===== config.mk =====
export PLATFORM = sky130hd
export DESIGN_NAME = beat_packer
export DESIGN_NICKNAME = d
export VERILOG_FILES = /design/src/rtl/beat_packer.sv
export SDC_FILE = /design/constraint.sdc
export NUM_CORES = 1
export LEC_CHECK = 0
export BUFFER_PORTS_ARGS = -buffer_cell sky130_fd_sc_hd__buf_2
export CAP_MARGIN = 15
export CORE_MARGIN = 10
export CORE_UTILIZATION = 40
export CTS_CLUSTER_SIZE = 40
export DETAILED_ROUTE_END_ITERATION = 8
export GPL_ROUTABILITY_DRIVEN = 0
export GPL_TIMING_DRIVEN = 1
export PLACE_DENSITY = 0.62
export SLEW_MARGIN = 20
export SYNTH_ARGS = -nofsm -noshare
export SYNTH_HDL_FRONTEND = slang
export SYNTH_SLANG_ARGS = --single-unit

===== constraint.sdc =====
create_clock -name clk_i -period 4.3 [get_ports clk_i]
set_clock_uncertainty 0.2 [all_clocks]
set_input_delay 1.29 -clock clk_i [delete_from_list [all_inputs] [get_ports clk_i]]
set_output_delay 1.29 -clock clk_i [all_outputs]
set_load 0.02 [all_outputs]

===== src/rtl/beat_packer.sv =====
// Packs RATIO narrow valid/ready beats into one wide word and pushes it into a FIFO push/full port.
// Optional macro BEAT_PACKER_TIMEOUT_EN force-closes a partial word after TIMEOUT_CYCLES idle cycles.
module beat_packer #(
    parameter int IN_WIDTH       = 8,
    parameter int RATIO          = 4,
    parameter int TIMEOUT_CYCLES = 16,
    parameter int OUT_WIDTH      = IN_WIDTH * RATIO,
    parameter int CNT_WIDTH      = $clog2(RATIO)
) (
    input  logic                 clk_i,
    input  logic                 rst_ni,
    input  logic                 flush_i,
    input  logic                 in_valid_i,
    output logic                 in_ready_o,
    input  logic [IN_WIDTH-1:0]  in_data_i,
    input  logic                 in_last_i,
    output logic                 push_o,
    output logic [OUT_WIDTH-1:0] data_o,
    output logic [RATIO-1:0]     mask_o,
    input  logic                 full_i,
    output logic [CNT_WIDTH-1:0] fill_o
);

    generate
        if (RATIO < 2 || TIMEOUT_CYCLES < 1) begin : g_bad_param
            $error("beat_packer: RATIO must be >= 2 and TIMEOUT_CYCLES >= 1");
        end
    endgenerate

    logic [OUT_WIDTH-1:0] acc_q, acc_d, out_q, out_d;
    logic [RATIO-1:0]     acc_mask_q, acc_mask_d, out_mask_q, out_mask_d;
    logic [CNT_WIDTH-1:0] cnt_q, cnt_d;
    logic                 out_valid_q, out_valid_d;

    logic                 stage_free, accept, lane_last, fire, complete;
    logic [OUT_WIDTH-1:0] acc_word;
    logic [RATIO-1:0]     acc_word_mask;

    // The staging slot can take a new word if it is empty or being pushed this cycle.
    assign stage_free = ~out_valid_q | ~full_i;
    assign in_ready_o = ~flush_i & stage_free;
    assign accept     = in_valid_i & in_ready_o;
    assign push_o     = out_valid_q & ~full_i & ~flush_i;
    assign lane_last  = (cnt_q == CNT_WIDTH'(RATIO - 1));

    assign data_o = out_q;
    assign mask_o = out_mask_q;
    assign fill_o = cnt_q;

    genvar gi;
    generate
        for (gi = 0; gi < RATIO; gi++) begin : g_lane
            logic hit;
            assign hit = accept & (cnt_q == CNT_WIDTH'(gi));
            assign acc_word[gi*IN_WIDTH +: IN_WIDTH] = hit ? in_data_i : acc_q[gi*IN_WIDTH +: IN_WIDTH];
            assign acc_word_mask[gi] = hit | acc_mask_q[gi];
        end
    endgenerate

`ifdef BEAT_PACKER_TIMEOUT_EN
    localparam int IDLE_WIDTH = $clog2(TIMEOUT_CYCLES + 1);
    logic [IDLE_WIDTH-1:0] idle_q, idle_d;
    logic                  idle_cond;

    assign idle_cond = (cnt_q != '0) & ~accept;
    // Fires on the edge the counter would reach TIMEOUT_CYCLES; saturates while staging is blocked.
    assign fire = idle_cond & ~flush_i & stage_free &
                  (idle_q >= IDLE_WIDTH'(TIMEOUT_CYCLES - 1));

    always_comb begin
        idle_d = idle_q;
        if (flush_i || accept || fire) begin
            idle_d = '0;
        end else if (idle_cond && idle_q != IDLE_WIDTH'(TIMEOUT_CYCLES)) begin
            idle_d = idle_q + IDLE_WIDTH'(1);
        end
    end

    always_ff @(posedge clk_i or negedge rst_ni) begin
        if (!rst_ni) begin
            idle_q <= '0;
        end else begin
            idle_q <= idle_d;
        end
    end
`else
    assign fire = 1'b0;
`endif

    assign complete = (accept & (lane_last | in_last_i)) | fire;

    always_comb begin
        acc_d       = acc_q;
        acc_mask_d  = acc_mask_q;
        cnt_d       = cnt_q;
        out_d       = out_q;
        out_mask_d  = out_mask_q;
        out_valid_d = out_valid_q;
        if (flush_i) begin
            acc_d       = '0;
            acc_mask_d  = '0;
            cnt_d       = '0;
            out_d       = '0;
            out_mask_d  = '0;
            out_valid_d = 1'b0;
        end else if (complete) begin
            // Reloading the staging slot here keeps back-to-back words bubble-free.
            out_d       = acc_word;
            out_mask_d  = acc_word_mask;
            out_valid_d = 1'b1;
            acc_d       = '0;
            acc_mask_d  = '0;
            cnt_d       = '0;
        end else begin
            if (push_o) begin
                out_valid_d = 1'b0;
            end
            if (accept) begin
                acc_d      = acc_word;
                acc_mask_d = acc_word_mask;
                cnt_d      = cnt_q + CNT_WIDTH'(1);
            end
        end
    end

    always_ff @(posedge clk_i or negedge rst_ni) begin
        if (!rst_ni) begin
            acc_q       <= '0;
            acc_mask_q  <= '0;
            cnt_q       <= '0;
            out_q       <= '0;
            out_mask_q  <= '0;
            out_valid_q <= 1'b0;
        end else begin
            acc_q       <= acc_d;
            acc_mask_q  <= acc_mask_d;
            cnt_q       <= cnt_d;
            out_q       <= out_d;
            out_mask_q  <= out_mask_d;
            out_valid_q <= out_valid_d;
        end
    end

endmodule


; Yosys cells after proc, flatten, opt, wreduce, memory -nomap -nowiden
; Index checks and enable logic that the tools add are counted.
[op_classes]
shifts = 0
n_reduce_logical = 4
n_eq_ne = 3
addsub = 1
bitwise = 18
mul = 0
muxes = 20
div = 0
n_lt_le_gt_ge = 0
[ops]
columns = op, n
row1 = two-way mux 32 bit, 5
row2 = two-way mux 8 bit, 4
row3 = two-way mux 4 bit, 5
row4 = bitwise AND 1 bit, 9
row5 = two-way mux 2 bit, 3
row6 = bitwise OR 1 bit, 6
row7 = nonzero test 3 bit, 2
row8 = equality test 2 bit (second input constant), 2
row9 = two-way mux 1 bit, 3
row10 = NOT 1 bit, 3
row11 = adder 2 x 1 -> 2 bit (second input constant), 1
row12 = equality test 2 x 1 -> 1 bit (second input constant), 1
row13 = logical NOT 2 bit, 1
row14 = nonzero test 2 bit, 1
[word_totals]
reg_bits = 75
romBits = 0
mem_count = 0
out_inout_bits = 40
latch_bits = 0
elab_cells = 52
input_bits = 14
ramBits = 0

; Longest topological paths before layout
; Gate-level depths: netlist of run 1.
[logic_depth]
depth_word = 9
depth_mapped = 7
ltp_nobuf = 5

; Least setup slack after synthesis of run 1
; Ideal clock, no wire load.
[synth_timing]
kind = in2out
from = in flush_i
to = out push_o
cell_stages = 4
path_slack_ns = 0.445
path_buffers = 3
t_arrival_ns = 2.365
path_cell_list = buf_2 buf_2 buf_1 nor3b_1
[synth_via]
elab_chain_cells = 2
[synth_lines]
columns = item, line_no
row1 = "start, declared", 12  ; input logic flush_i,
row2 = NOT 1 bit, 43  ; assign push_o = out_valid_q & ~full_i & ~flush_i;
row3 = bitwise AND 1 bit, 43
row4 = "end, declared", 17  ; output logic push_o,
; Every way passes these cells.

; Worst setup path in the final report of run 1
; Ends and elaborated chain as after synthesis.

==> results of run 1 <==
==> cells by family (layout without fill, tap and decap cells) <==
| kind of cell | Yosys count | in the layout |
|---|---|---|
| DFF | 75 | 75 |
| muxes | 16 | 16 |
| buffers and inverters | 57 | 93 |
| adders and majority gates | 4 | 4 |
| xor gates and xnor gates | 1 | 1 |
| AOI/OAI and AO/OA | 125 | 125 |
| and+or+nand+nor | 116 | 116 |
==> stage by stage <==
step	worst slack (ps)	instance area [um^2]	hold WS, ps
6_report	995	4510	293
5_1_grt	987	4510	308
4_1_cts	992	4510	294
3_5_place_dp	994	4310	271
3_3_place_gp	1010	4310	269
2_1_floorplan	445	3980	254
==> critical path, cell delays in order <==
cell and delay, ps:
buf_2 130, nor3b_1 200, buf_2 200
==> layout by cell type, fill, tap and decap left out, types with 2 or more instances in the layout <==
master     instances
o21ai_0           20
nand3_1           24
a41oi_1            8
o31ai_1           17
buf_4             12
a2111oi_0          8
nor2b_1           16
ha_1               4
clkbuf_8          11
or3b_2             7
clkbuf_1           2
o211ai_1          44
nor3_1             2
buf_2             52
or4_1             16
a31oi_1           12
dfrtp_1           75
a21bo_2            4
inv_1             12
nand2_1           16
nand4_1           12
mux2i_1           16
and2_1             9
or3b_1             9
a22oi_1            8
==> flip-flops by register name, indices dropped and copies added (netlist names) <==
signal,count
data_o,32
fill_o,2
acc_mask_q,4
out_valid_q,1
mask_o,4
acc_q,32
==> layout make-up <==
| class | instances | area, um^2 | area share |
|---|---|---|---|
| Inverter | 13 | 48.8 | 0.0108 |
| Tap cell | 133 | 166 | 0.0369 |
| Timing Repair Buffer | 65 | 370 | 0.0822 |
| Clock buffer | 13 | 159 | 0.0353 |
| Clock inverter | 2 | 35.0 | 0.00778 |
| Sequential cell | 75 | 1880 | 0.417 |
| Multi-Input combinational cell | 262 | 1850 | 0.410 |
==> where the power goes <==
part	total (mW)	switching, mW	internal, mW
Sequential	0.744	0.0155	0.729
Clock	0.553	0.257	0.297
Combinational	0.234	0.168	0.0661
Total	1.53	0.440	1.09
==> final timing paths <==
path	from	to	slack [ps]	cells after the start
worst max-delay path	flush_i	push_o	990	3
worst min-delay path	acc_q[25]$_DFFE_PN0P_	acc_q[25]$_DFFE_PN0P_	290	1
worst max register to register	fill_o[0]$_DFFE_PN0P_	acc_q[8]$_DFFE_PN0P_	1910	5
worst min register to register	acc_q[25]$_DFFE_PN0P_	acc_q[25]$_DFFE_PN0P_	290	1
max in group asynchronous	rst_ni	acc_q[15]$_DFFE_PN0P_	2400	1
min in group asynchronous	rst_ni	data_o[23]$_DFFE_PN0P_	890	1
==> metal layers <==
metal  GRT usage  share of wire
met1       0.206           0.43
met2       0.258           0.49
met3      0.0323          0.049
met4      0.0762          0.030
met5           0              0
==> reports/qor.yml, run 1 <==
cts:
  holdBufCountCts: 0
  h-tree-depth: 3
  clock_latency_ps: 350
  numCtsBuffers: 9
  cts.sink_count: 75
  post_cts_resized: 0
  cts_setup_buffers: 0
  clk_pin_slew_ps: 80
  cts_tree: "built"
  cts-root-buf: "clkbuf_8"
  clock_path_buffers: 2
yosys:
  ys_types: 37
  synth_top_area_frac: 0.472
  ys_warn_count: 0
  synth_area_leaders: "dfrtp_1, o211ai_1, mux2i_1"
  async_reset_ff_frac: 1.00
  synth.most_common_cell: "dfrtp_1"
  synth_nets: 412
  synth-compound-area-share: 0.229
  synth_mux_area_frac: 0.0403
  synth_edf_count: 0
  ys_ff_latch: 75
  synth_xor_area_frac: 0.00220
  yosys-top-cells-count: "dfrtp_1, o211ai_1, nand3_1, o21ai_0, clkbuf_1"
  seq_area_frac_synth: 0.472
  synth-simple-area-share: 0.179
  synth_cells: 394
  synth_top_family_by_area: "compound AO/OA/AOI/OAI gates"
  synthAdderAreaFrac: 0.0126
  avgSynthCellArea_um2: 10.1
  ys.flop_type: "dfrtp_1"
  synth_area_um2: 3980
  yosysTopAreaCell: "dfrtp_1"
placed_design:
  dpl.cell_count: 548
  io_buffers: 53
  dp_hpwl_um: 7270
setup_path:
  crit_fanout: 4
  critPathKind: "primary input to output port"
  crit_path_end_kind: "output port"
  worstPathRequired_ps: 2810
  arrival_ps: 1820
  start_kind: "primary input"
global_route:
  antenna_found_initial: 0
  track_usage: 0.161
  grt_pass1_wl_um: 18800
  grt_pass1_vias: 3447
  overflow: 0
  grt_max_degree: 76
routing:
  antenna_left: 0
  initialDrtViolationCount: 287
  wl_per_cell_um: 20.5
  vias: 3387
  drc: 0
  viasPerCell: 6.02
  wl_um: 11600
  dr.pass1.iters: 5
hold_path:
  min_path_type: "flip-flop to flip-flop"
final_layout:
  final_cells: 563
  postLayoutCoreUtil: 0.463
  fill_cells: 982
  area_delta_synth_final_pct: 13.3
  antenna_cells: 0
  drive_above_1_share: 0.223
  nets: 444
power:
  power_density_nw_per_um2: 340
  ir_worst_vdd_v: 0.000139
  p_leak_nw: 1.91
  fin_total_pwr_mw: 1.53
outcome:
  status: "finished, final reports clean"
timing:
  fin_crit_sh: 0.769
  rsz0062_at_grt: "false"
  slew_violations: 0
  timing.fmax_ghz: 0.303
  max-slew-margin-rel: 0.363
  final.setup.tns_ps: 0
  hold_viol: 0
  period_needed_ps: 3310
  finalSetupViolations: 0
  tightest_slew_ps: 956
floorplan:
  die_w_um: 120
  coreArea_um2: 9730
  row_count: 36
  die_area_um2: 14300
  start_util: 0.409
  ios: 54
  die_y_um: 120
job:
  max_cap_viol_count: 0
No activity file was read; power rests on OpenSTA's default activity.
==> run 2, diff against run 1 <==
Clock period 4.3 ns to 3.1 ns, I/O delays scaled along.
==> reports/qor.yml, run 2 (synthesized netlist as in run 1, its figures left out) <==
floorplan:
  start_util: 0.409  # unchanged
  coreArea_um2: 9730  # unchanged
  die_y_um: 120  # unchanged
  ios: 54  # unchanged
  die_w_um: 120  # unchanged
  die_area_um2: 14300  # unchanged
  row_count: 36  # unchanged
setup_path:
  crit_fanout: 5  # was 4
  worstPathRequired_ps: 1970  # was 2810 ps
  critical_path.startpoint: "flush_i"  # unchanged
  worst-r2r-cell-count: 4  # was 5
  cp_slowest_stage_delay_ps: 180  # was 200 ps
  arrival_ps: 1410  # was 1820 ps
  crit_path_end_kind: "output port"  # unchanged
  path_cells: "buf_2 > nor3b_2 > buf_2"  # was buf_2 > nor3b_1 > buf_2
  worstReg2RegEnd: "acc_q[19]$_DFFE_PN0P_"  # was acc_q[8]$_DFFE_PN0P_
  start_kind: "primary input"  # unchanged
  slowest_stage: "buf_2"  # was nor3b_1
  critPathKind: "primary input to output port"  # unchanged
  rr_startpoint: "fill_o[0]$_DFFE_PN0P_"  # unchanged
  cpMostUsedCell: "buf_2"  # unchanged
  r2r_slack_ps: 680  # was 1910 ps
  crit_end: "push_o"  # unchanged
global_route:
  antenna_found_initial: 0  # unchanged
  grt_max_degree: 45  # was 76
  overflow: 0  # unchanged
  grt_pass1_wl_um: 18700  # was 18,800 um
  track_usage: 0.162  # was 0.161
  grt_pass1_vias: 3322  # was 3,447
hold_path:
  min_path_type: "flip-flop to flip-flop"  # unchanged
  min_from: "acc_q[30]$_DFFE_PN0P_"  # was acc_q[25]$_DFFE_PN0P_
timing:
  slew_violations: 0  # unchanged
  rsz0062_at_grt: "false"  # unchanged
  fin_crit_sh: 0.819
  finalSetupViolations: 0  # unchanged
  tightest_slew_ps: 793  # was 956 ps
  max-slew-margin-rel: 0.471  # was 0.363
  timing.fmax_ghz: 0.394
  whs_ps: 287  # was 293 ps
  period_needed_ps: 2540
  final.setup.tns_ps: 0  # unchanged
  hold_viol: 0  # unchanged
cts:
  clk_pin_slew_ps: 70  # was 80 ps
  clock_latency_ps: 360  # was 350 ps
  cts_setup_buffers: 0  # unchanged
  cts-root-buf: "clkbuf_8"  # unchanged
  cts_tree: "built"  # unchanged
  clock_path_buffers: 2  # unchanged
  holdBufCountCts: 0  # unchanged
  numCtsBuffers: 9  # unchanged
  h-tree-depth: 3  # unchanged
  cts.sink_count: 75  # unchanged
  post_cts_resized: 0  # unchanged
routing:
  initialDrtViolationCount: 240  # was 287
  drc: 0  # unchanged
  wl_um: 11600  # about the same
  dr.pass1.iters: 5  # unchanged
  vias: 3478  # was 3,387
  viasPerCell: 6.08  # was 6.02
  antenna_left: 0  # unchanged
  wl_per_cell_um: 20.3  # was 20.5 um
final_layout:
  fill_cells: 959  # was 982
  antenna_cells: 0  # unchanged
  mostFrequentLayoutCell: "dfrtp_1"  # unchanged
  drive_above_1_share: 0.244  # was 0.223
  final_cell_mix: "dfrtp_1, buf_2, o211ai_1"  # unchanged
  area_delta_synth_final_pct: 15.1  # was 13.3%
  nets: 453  # was 444
power:
  ir_worst_vdd_v: 0.000207  # was 0.000139 V
  power_density_nw_per_um2: 454  # was 340 nW/um^2
  p_leak_nw: 1.96  # was 1.91 nW
  fin_total_pwr_mw: 2.08  # was 1.53 mW
placed_design:
  dp_hpwl_um: 7640  # was 7270 um
  io_buffers: 53  # unchanged
outcome:
  status: "finished, final reports clean"  # unchanged
job:
  max_cap_viol_count: 0  # unchanged
==> run 2: changes by cell type in the layout (fill, tap and decap cells not counted) <==
cell and change:
nor3b_2 +1, buf_12 +1, clkinv_2 +1, clkbuf_8 +1, buf_4 +8, clkbuf_1 -1
nor3b_1 -1, bufinv_16 -1
==> run 2: critical path, delay by kind of cell <==
family	cells	cell delay, ps
buffers and inverters	2	320
AND/OR/NAND/NOR	1	160
==> run 2: worst min path at each step <==
stage	to	slack, ps	cells after the start
final	acc_q[30]$_DFFE_PN0P_	290	1
after global routing	acc_q[28]$_DFFE_PN0P_	310	1
after CTS	acc_q[25]$_DFFE_PN0P_	290	1
after detailed placement	acc_q[25]$_DFFE_PN0P_	270	1
after global placement	acc_q[25]$_DFFE_PN0P_	270	1
after floorplan	acc_q[24]$_DFFE_PN0P_	250	1
==> run 2: layout make-up <==
cell class                      instances  area [um^2]  share of cell area
Sequential cell                        75         1880               0.410
Multi-Input combinational cell        262         1850               0.405
Timing Repair Buffer                   74          450              0.0984
Clock buffer                           13          169              0.0369
Tap cell                              133          166              0.0364
Inverter                               13         48.8              0.0107
Clock inverter                          2         10.0             0.00219
==> run 2: per-layer routing <==
layer	vias up	global-route usage	share of wire
li1	1591	-	-
met2	139	0.250	0.48
met3	21	0.0234	0.050
met1	1727	0.218	0.45
met5	-	0	0
met4	0	0.0822	0.026
==> run 2: per-stage QoR <==
stage          utilization  setup slack, ps  instance area (um^2)  instances
6_report             0.470              560                  4580        572
5_1_grt              0.470              515                  4580        572
4_1_cts              0.470              557                  4580        572
3_5_place_dp         0.452              437                  4400        557
3_3_place_gp         0.452              535                  4400        557
2_1_floorplan            -              150                  3980        394
==> run 2: power by group <==
group	internal [mW]	switching (mW)	total, mW	leakage, nW
sequential	1.01	0.0229	1.03	1.03
clock	0.350	0.357	0.707	0.0953
combinational	0.102	0.235	0.338	0.832
total	1.46	0.615	2.08	1.96
==> run 3, diff against run 2 <==
Clock period 3.1 ns to 2.6 ns, I/O delays scaled along.
==> reports/qor.yml, run 3 (synthesized netlist as in run 1, its figures left out) <==
routing:
  antenna_left: 0  # unchanged
  vias: 3390  # was 3,478
  viasPerCell: 5.93  # was 6.08
  dr.pass1.iters: 4  # was 5
  drc: 0  # unchanged
  wl_um: 11400  # was 11,600 um
  initialDrtViolationCount: 253  # was 240
  wl_per_cell_um: 20.0  # was 20.3 um
global_route:
  track_usage: 0.159  # was 0.162
  grt_pass1_wl_um: 18500  # was 18,700 um
  overflow: 0  # unchanged
  antenna_found_initial: 0  # unchanged
  grt_max_degree: 55  # was 45
  grt_pass1_vias: 3353  # was 3,322
cts:
  cts_setup_buffers: 0  # unchanged
  cts_tree: "built"  # unchanged
  cts.sink_count: 75  # unchanged
  clock_latency_ps: 360  # about the same
  clk_pin_slew_ps: 80  # was 70 ps
  clock_path_buffers: 2  # unchanged
  numCtsBuffers: 9  # unchanged
  post_cts_resized: 0  # unchanged
  h-tree-depth: 3  # unchanged
  holdBufCountCts: 0  # unchanged
  cts-root-buf: "clkbuf_8"  # unchanged
final_layout:
  area_delta_synth_final_pct: 16.2  # was 15.1%
  drive_above_1_share: 0.246  # was 0.244
  final_cells: 572  # unchanged
  postLayoutCoreUtil: 0.475  # was 0.470
  final_cell_mix: "dfrtp_1, buf_2, o211ai_1"  # unchanged
  mostFrequentLayoutCell: "dfrtp_1"  # unchanged
  fill_cells: 962  # was 959
  nets: 452  # was 453
  antenna_cells: 0  # unchanged
setup_path:
  cp_slowest_stage_delay_ps: 540  # was 180 ps
  worst-r2r-cell-count: 4  # unchanged
  slowest_stage: "ha_1"  # was buf_2
  crit_path_end_kind: "flip-flop"  # was output port
  path_cells: "inv_1 > ha_1 > nand4_1 > o211ai_1"  # was buf_2 > nor3b_2 > buf_2
  worstPathRequired_ps: 2660  # was 1970 ps
  arrival_ps: 2350  # was 1410 ps
  start_kind: "flip-flop"  # was primary input
  critPathKind: "flip-flop to flip-flop"  # was primary input to output port
  crit_fanout: 15  # was 5
timing:
  hold_viol: 0  # unchanged
  period_needed_ps: 2290
  max-slew-margin-rel: 0.575  # was 0.471
  finalSetupViolations: 0  # unchanged
  slew_violations: 0  # unchanged
  post-route-worst-setup-slack_ps: 310  # was 560 ps
  rsz0062_at_grt: "false"  # unchanged
  final.setup.tns_ps: 0  # unchanged
  fin_crit_sh: 0.881
  timing.fmax_ghz: 0.437
  tightest_slew_ps: 638  # was 793 ps
  whs_ps: 170  # was 287 ps
floorplan:
  coreArea_um2: 9730  # unchanged
  die_y_um: 120  # unchanged
  row_count: 36  # unchanged
  start_util: 0.409  # unchanged
  ios: 54  # unchanged
  die_w_um: 120  # unchanged
  die_area_um2: 14300  # unchanged
power:
  power_density_nw_per_um2: 551  # was 454 nW/um^2
  p_leak_nw: 1.98  # was 1.96 nW
  ir_worst_vdd_v: 0.000275  # was 0.000207 V
placed_design:
  dp_hpwl_um: 7540  # was 7640 um
  dp_slack_ps: 209  # was 437 ps
  io_buffers: 53  # unchanged
  dpl.cell_count: 556  # was 557
hold_path:
  min_path_type: "primary input to async pin"  # was flip-flop to flip-flop
job:
  max_cap_viol_count: 0  # unchanged
outcome:
  status: "finished, final reports clean"  # unchanged
==> run 3: changes by cell type in the layout (fill, tap and decap cells not counted) <==
cell,previous run,this run
buf_4,20,16
buf_12,2,5
clkinv_2,2,5
clkbuf_8,12,10
bufinv_16,0,1
clkbuf_1,1,0
==> run 3: path summary, 6_finish.rpt <==
path	start	slack [ps]	to
min in group clk_i	acc_q[26]$_DFFE_PN0P_	290	acc_q[26]$_DFFE_PN0P_
setup / recovery	fill_o[0]$_DFFE_PN0P_	310	acc_q[17]$_DFFE_PN0P_
setup reg to reg	fill_o[0]$_DFFE_PN0P_	310	acc_q[17]$_DFFE_PN0P_
hold reg to reg	acc_q[26]$_DFFE_PN0P_	290	acc_q[26]$_DFFE_PN0P_
hold / removal	rst_ni	170	data_o[19]$_DFFE_PN0P_
max in group asynchronous	rst_ni	1480	acc_q[0]$_DFFE_PN0P_
==> run 3: final cells by class <==
| class | instances | area [um^2] | share of cell area |
|---|---|---|---|
| sequential | 75 | 1880 | 0.406 |
| timing repair buffer | 73 | 480 | 0.104 |
| multi-input combinational | 262 | 1850 | 0.401 |
| inverter | 13 | 48.8 | 0.0106 |
| clock buffer | 10 | 138 | 0.0298 |
| tap | 133 | 166 | 0.0360 |
| clock inverter | 6 | 55.1 | 0.0119 |
==> run 3: through the flow <==
step,instance area (um^2),total power [mW]
final,4620,2.55
after detailed placement,4430,1.66
after global placement,4430,1.66
after global routing,4620,2.65
after CTS,4620,2.56
after floorplan,3980,1.49
==> run 3: power breakdown <==
group / internal [mW] / switching, mW / leakage, nW / total (mW)
logic: 0.128 / 0.279 / 0.844 / 0.407
clock network: 0.461 / 0.446 / 0.106 / 0.907
registers: 1.21 / 0.0260 / 1.03 / 1.23
total: 1.79 / 0.751 / 1.98 / 2.55
==> run 3: routing by layer <==
metal	vias up	part of all wire	GRT usage
met5	-	0	0
met4	0	0.027	0.0664
met3	24	0.057	0.0338
met2	116	0.48	0.254
met1	1659	0.43	0.205
li1	1591	-	-
==> run 3: worst max-delay path: cells and delay by family (launching register included) <==
family          cells  cell delay [ps]
fa+ha+maj           1              540
buf+inv             1              110
compound gates      1              370
flops               1              450
simple gates        1              510
